--- src/rtl/uart_rx_oversampled.sv ---
// 16x-oversampled UART receiver: 2-FF synchroniser, start-bit validation,
// 2-of-3 majority vote at mid-bit, framing check.
// Optional even parity bit enabled by defining UART_RX_PARITY_EN.
module uart_rx_oversampled #(
   parameter int unsigned CLK_FREQ   = 100000000,
   parameter int unsigned BAUD       = 115200,
   parameter int unsigned OVERSAMPLE = 16
) (
   input  logic       clk,
   input  logic       rst,
   input  logic       rx,
   output logic [7:0] dat,
   output logic       dat_en,
   output logic       frame_err,
   output logic       parity_err,
   output logic       busy
);

   localparam int unsigned DIV    = CLK_FREQ / (BAUD * OVERSAMPLE);
   localparam int unsigned DIV_W  = (DIV > 1) ? $clog2(DIV) : 1;
   localparam int unsigned TCK_W  = $clog2(OVERSAMPLE);
   localparam int unsigned WIN_LO = OVERSAMPLE / 2 - 1;
   localparam int unsigned WIN_HI = OVERSAMPLE / 2 + 1;

   typedef enum logic [2:0] {
      S_IDLE   = 3'd0,
      S_START  = 3'd1,
      S_DATA   = 3'd2,
`ifdef UART_RX_PARITY_EN
      S_PARITY = 3'd3,
`endif
      S_STOP   = 3'd4,
      S_BREAK  = 3'd5
   } state_t;

   state_t             state_q, state_d;
   logic               rx_meta, rs, rs_d;
   logic [DIV_W-1:0]   div_cnt;
   logic [TCK_W-1:0]   tick_cnt;
   logic [1:0]         ones;
   logic [2:0]         bit_idx;
   logic [7:0]         shreg;
   logic               tick, in_win, win_end, vote, start_fall;
   logic               dat_en_d, frame_err_d;
`ifdef UART_RX_PARITY_EN
   logic               par_err_q;
`endif

   assign tick       = (div_cnt == DIV_W'(DIV - 1));
   assign in_win     = tick && (tick_cnt >= TCK_W'(WIN_LO)) && (tick_cnt <= TCK_W'(WIN_HI));
   assign win_end    = tick && (tick_cnt == TCK_W'(WIN_HI));
   // ones holds the first two samples; the third is the live rs value
   assign vote       = ones[1] | (ones[0] & rs);
   assign start_fall = rs_d & ~rs;

   // Synchronise the asynchronous rx pin and keep one extra stage for edge detection
   always_ff @(posedge clk) begin
      if (rst) begin
         rx_meta <= 1'b1;
         rs      <= 1'b1;
         rs_d    <= 1'b1;
      end else begin
         rx_meta <= rx;
         rs      <= rx_meta;
         rs_d    <= rs;
      end
   end

   // Tick divider, per-bit tick counter and vote accumulator; held at zero while idle
   // so the bit phase starts aligned to the detected falling edge
   always_ff @(posedge clk) begin
      if (rst || state_q == S_IDLE || state_q == S_BREAK) begin
         div_cnt  <= '0;
         tick_cnt <= '0;
         ones     <= '0;
      end else begin
         div_cnt <= tick ? '0 : div_cnt + DIV_W'(1);
         if (tick)
            tick_cnt <= (tick_cnt == TCK_W'(OVERSAMPLE - 1)) ? '0 : tick_cnt + TCK_W'(1);
         if (win_end)
            ones <= '0;
         else if (in_win)
            ones <= ones + {1'b0, rs};
      end
   end

   // Shift register, bit index and held parity result
   always_ff @(posedge clk) begin
      if (rst) begin
         shreg   <= '0;
         bit_idx <= '0;
`ifdef UART_RX_PARITY_EN
         par_err_q <= 1'b0;
`endif
      end else begin
         if (state_q == S_START && win_end)
            bit_idx <= '0;
         if (state_q == S_DATA && win_end) begin
            shreg   <= {vote, shreg[7:1]};
            bit_idx <= bit_idx + 3'd1;
         end
`ifdef UART_RX_PARITY_EN
         if (state_q == S_PARITY && win_end)
            par_err_q <= vote ^ (^shreg);
`endif
      end
   end

   // State register
   always_ff @(posedge clk) begin
      if (rst) state_q <= S_IDLE;
      else     state_q <= state_d;
   end

   // Next-state and strobe decode
   always_comb begin
      state_d     = state_q;
      dat_en_d    = 1'b0;
      frame_err_d = 1'b0;
      case (state_q)
         S_IDLE:  if (start_fall) state_d = S_START;
         S_START: if (win_end) state_d = vote ? S_IDLE : S_DATA;
         S_DATA:
            if (win_end && bit_idx == 3'd7) begin
`ifdef UART_RX_PARITY_EN
               state_d = S_PARITY;
`else
               state_d = S_STOP;
`endif
            end
`ifdef UART_RX_PARITY_EN
         S_PARITY: if (win_end) state_d = S_STOP;
`endif
         S_STOP:
            if (win_end) begin
               if (vote) begin
                  state_d  = S_IDLE;
                  dat_en_d = 1'b1;
               end else begin
                  state_d     = S_BREAK;
                  frame_err_d = 1'b1;
               end
            end
         S_BREAK: if (rs) state_d = S_IDLE;
         default: state_d = S_IDLE;
      endcase
   end

   // Registered outputs
   always_ff @(posedge clk) begin
      if (rst) begin
         dat       <= '0;
         dat_en    <= 1'b0;
         frame_err <= 1'b0;
         busy      <= 1'b0;
      end else begin
         dat_en    <= dat_en_d;
         frame_err <= frame_err_d;
         busy      <= (state_d != S_IDLE) && (state_d != S_BREAK);
         if (dat_en_d)
            dat <= shreg;
      end
   end

`ifdef UART_RX_PARITY_EN
   // Parity error strobe accompanies the data strobe
   always_ff @(posedge clk) begin
      if (rst) parity_err <= 1'b0;
      else     parity_err <= dat_en_d & par_err_q;
   end
`else
   assign parity_err = 1'b0;
`endif

endmodule

--- config.mk ---
export PLATFORM = sky130hd
export DESIGN_NAME = uart_rx_oversampled
export DESIGN_NICKNAME = d
export VERILOG_FILES = /design/src/rtl/uart_rx_oversampled.sv
export SDC_FILE = /design/constraint.sdc
export NUM_CORES = 1
export LEC_CHECK = 0
export CAP_MARGIN = 5
export CORE_MARGIN = 10
export CORE_UTILIZATION = 45
export CTS_CLUSTER_SIZE = 10
export DETAILED_ROUTE_END_ITERATION = 7
export PLACE_DENSITY = 0.68
export REMOVE_ABC_BUFFERS = 1
export SETUP_SLACK_MARGIN = 0.15
export SYNTH_ARGS = -nofsm -noshare
export SYNTH_HDL_FRONTEND = slang
export SYNTH_SLANG_ARGS = --single-unit
export TNS_END_PERCENT = 10
--- constraint.sdc ---
create_clock -name clk -period 5.3 [get_ports clk]
set_input_delay 1.325 -clock clk [delete_from_list [all_inputs] [get_ports clk]]
set_output_delay 1.325 -clock clk [all_outputs]
set_load 0.1 [all_outputs]
==> impl_results.md <==
- Run status: finished, final reports clean
- Number of buffers added to fix hold violations after cts: 0
- Required time of the worst setup path: 3970 ps
- TritonCTS sink count: 40
- Launch point of the worst reg-to-reg path: tick_cnt[1]
- Number of nets at the end of the flow: 212
- Switching share of power: 21.0%
- Clock tree from TritonCTS: yes
- Internal power consumption: 447 uW
- # fillers: 338
- Number of CTS-inserted buffers: 5
- Final RePlAce weighted congestion: 0.856
- Worst vdd rail ir drop: 147 uV
- Crit path launch: dat[3]
- Buf+Inv Stages, Crit Path: 1
- Final hold vios: 0
- H-tree level count: 2
- Reported leakage power: 0.711 nW
- Global route total overflow: 0
- Largest family of logic cells by synthesized area: simple AND/OR/NAND/NOR gates
- Actual transition at the worst max-transition pin: 1120 ps
- Synth Area per Inst: 9.16 um^2
- Number of top-level design ports: 15
- Clk_skew: 3.90 ps
- Slowest cell on the critical path: clkdlybuf4s50_1
- Area growth syn-to-layout: 15.8%
- Portion of total power attributed to the clock network: 43.0%
- Synth Area in Compound Gates: 10.2%
- Crit share post-route: 58.7%
- Inserted Diodes: 0
- Number of standard cells after synthesis: 187
- Area contributors post-synth: dfxtp_1 47%, ha_1 6.6%, mux2i_1 6.4%, nor2_1 5.5%, nand2_1 4.4%
- Hold-critical path depth: 1
- Capture point of the critical path: dat[3]
- Time the worst path needs with I/O delays and setup: 3110 ps
- Commonest cells post-synth: 40 x dfxtp_1, 25 x nor2_1, 20 x nand2_1
- Detailed router's first-iteration violation count: 91
- Final HPWL from detailed placement: 2.31 mm
- Levels on crit path: 1
- P per Cell Area: 285 mW/mm^2
- Sort of element at the start of the critical path: register
- Register-to-register setup slack: 2940 ps
- FF-to-FF path depth: 7
- Maximum clock path buffer count: 2
- Most numerous cell in the Yosys netlist: dfxtp_1
- Async set or reset register ratio after synthesis: 0%
- Number of global-route vias before repair: 1284
- Core Footprint: 0.00366 mm^2
- Final slew viol count: 0
- Horizontal die dimension: 81.7 um
- Summed negative setup slack over all endpoints: 0 ps
- Top achievable clock speed: 322 MHz
- Flops & latches, synth: 40
- Top cell type by total area after synthesis: dfxtp_1
- Maximum number of pins on one net before global-route repair: 28
- Slowest stage delay, CP: 1140 ps
- Critical path cell sequence: clkdlybuf4s50_1
- PortBufs: 13
- Share of power burned in combinational logic: 3.4%
- Antenna violations before repair: 0
- Xor/xnor cell area share of the yosys netlist: 3.07%
- Detailed Route WL: 3.10 mm
- Cell row count: 22
- Average wire per cell in the routed design: 12.5 um
- Post-CTS resize count: 0
- Sort of element at the end of the critical path: primary output
- Share of the synthesized area in the top cell type: 46.7%
- Post-CTS Setup Inserts: 0
- Critical path peak fanout: 2
- First-pass DRT Iterations: 4
- Proportion of synthesized chip area in sequential cells: 46.7%
- Multiplexer fraction of the synthesized cell area: 6.43%
- Clock Latency Late Sink: 290 ps
- Number of enable-type register cells in the synthesized netlist: 0
- Synth warn: 0
- Total Die Area: 0.00667 mm^2
- Share of layout cells above drive strength 1: 8.96%
- Summed instance area of the synthesized netlist: 0.00171 mm^2
- Proportion of power drawn by flip-flops and latches: 53.7%
- Total number of vias: 1272
- Number of violations of the max-capacitance limit: 0
- Starting Density: 46.8%
- Fraction of the mapped netlist area in adder cells: 6.57%
- Placement-stage cell area: 0.00187 mm^2
- Largest delay contributor family on the critical path: buffers and inverters
- Die height: 81.7 um
- Post-layout instance area: 0.00198 mm^2
- Unique masters post-synth: 38
- Reg2Reg Capture Point: busy
- Final number of setup-violating endpoints: 0
- Total DRC errors in the routed layout: 0
- Number of nets with antenna violations after detailed routing: 0
- Critical path class: register to primary output
- Slew Limit Headroom: 24.5%
- Worst Hold Class: register to register
- RSZ-0062 raised after global routing: no
- Basic-gate share of the synthesized area counting and, or, nand and nor cells: 23.2%
- Sw Pwr: 119 uW
- Reg clk slew, reported paths: 70 ps
- Gr usage total: 10.6%
- Vias per cell: 5.11
- Arrival time reported for the critical path endpoint: 1790 ps
- Wire length of the first global-routing pass: 5.52 mm
- Most used DFF post-synth: dfxtp_1
- CTS root buffer: clkbuf_8
## metal layers
metal  up-vias  wire length, um  global-route usage, %
li1        661                -                      -
met1       584             1400                   11.5
met2        21             1480                   17.8
met3         6              176                   4.37
met4         0               53                   4.59
met5         -                0                      0
## worst min path at each step
stage | startpoint | to
floorplan | rx_meta | rs
global placement | rx_meta | rs
detailed placement | rx_meta | rs
CTS | rx_meta | rs
global route | rx_meta | rs
finish | rx_meta | rs
## state kept, by name, indices dropped and copies added, names as in the netlist, 2 cells and up
register  count
shreg         8
div_cnt       6
ones          2
state_q       3
tick_cnt      4
dat           8
bit_idx       3
## power groups by stage
stage	logic (mW)	registers (mW)	clock network (mW)
finish	0.0190	0.304	0.243
floorplan	0.00978	0.313	0
detailed placement	0.0190	0.311	0
global placement	0.0188	0.311	0
CTS	0.0191	0.304	0.251
global route	0.0208	0.304	0.264
## placed cells by master, fill, tap and decap left out, types with 2 or more instances in the layout
cell type	synthesis	routed
a21oi_1	13	13
a22oi_1	2	2
and2_1	2	2
clkbuf_8	0	5
clkdlybuf4s50_1	0	13
dfxtp_1	40	40
ha_1	9	9
inv_1	8	8
mux2i_1	11	11
nand2_1	20	20
nand3_1	5	5
nor2_1	25	25
nor3_1	2	2
nor3b_1	2	2
nor4_1	2	2
o21ai_0	9	9
or2_2	6	6
xnor2_1	3	3
xor2_1	3	3
## layout make-up
type	instances	area, um^2	share of cell area, %
repair buffers	13	130	6.56
multi-input cells	132	851	42.9
well taps	48	60.1	3.03
clock inverters	3	42.5	2.15
inverters	8	30.0	1.51
flip-flops and latches	40	801	40.4
clock buffers	5	68.8	3.47
## kinds of logic after synthesis
family / after synthesis
simple gates: 75
flops: 40
compound gates: 30
buf+inv: 15
mux: 11
fa+ha+maj: 9
xor+xnor: 6
other cells: 1
## per-stage QoR
step / setup WS, ps / hold slack [ps] / utilization (%) / cells / power, mW
global route: 2130 / 454 / 54.2 / 249 / 0.589
finish: 2190 / 440 / 54.2 / 249 / 0.566
detailed placement: 2030 / 430 / 51.1 / 241 / 0.330
floorplan: 3050 / 389 / - / 180 / 0.323
CTS: 2170 / 448 / 54.2 / 249 / 0.574
global placement: 2090 / 394 / 51.1 / 241 / 0.330
Power figures use the tool's default switching activity.
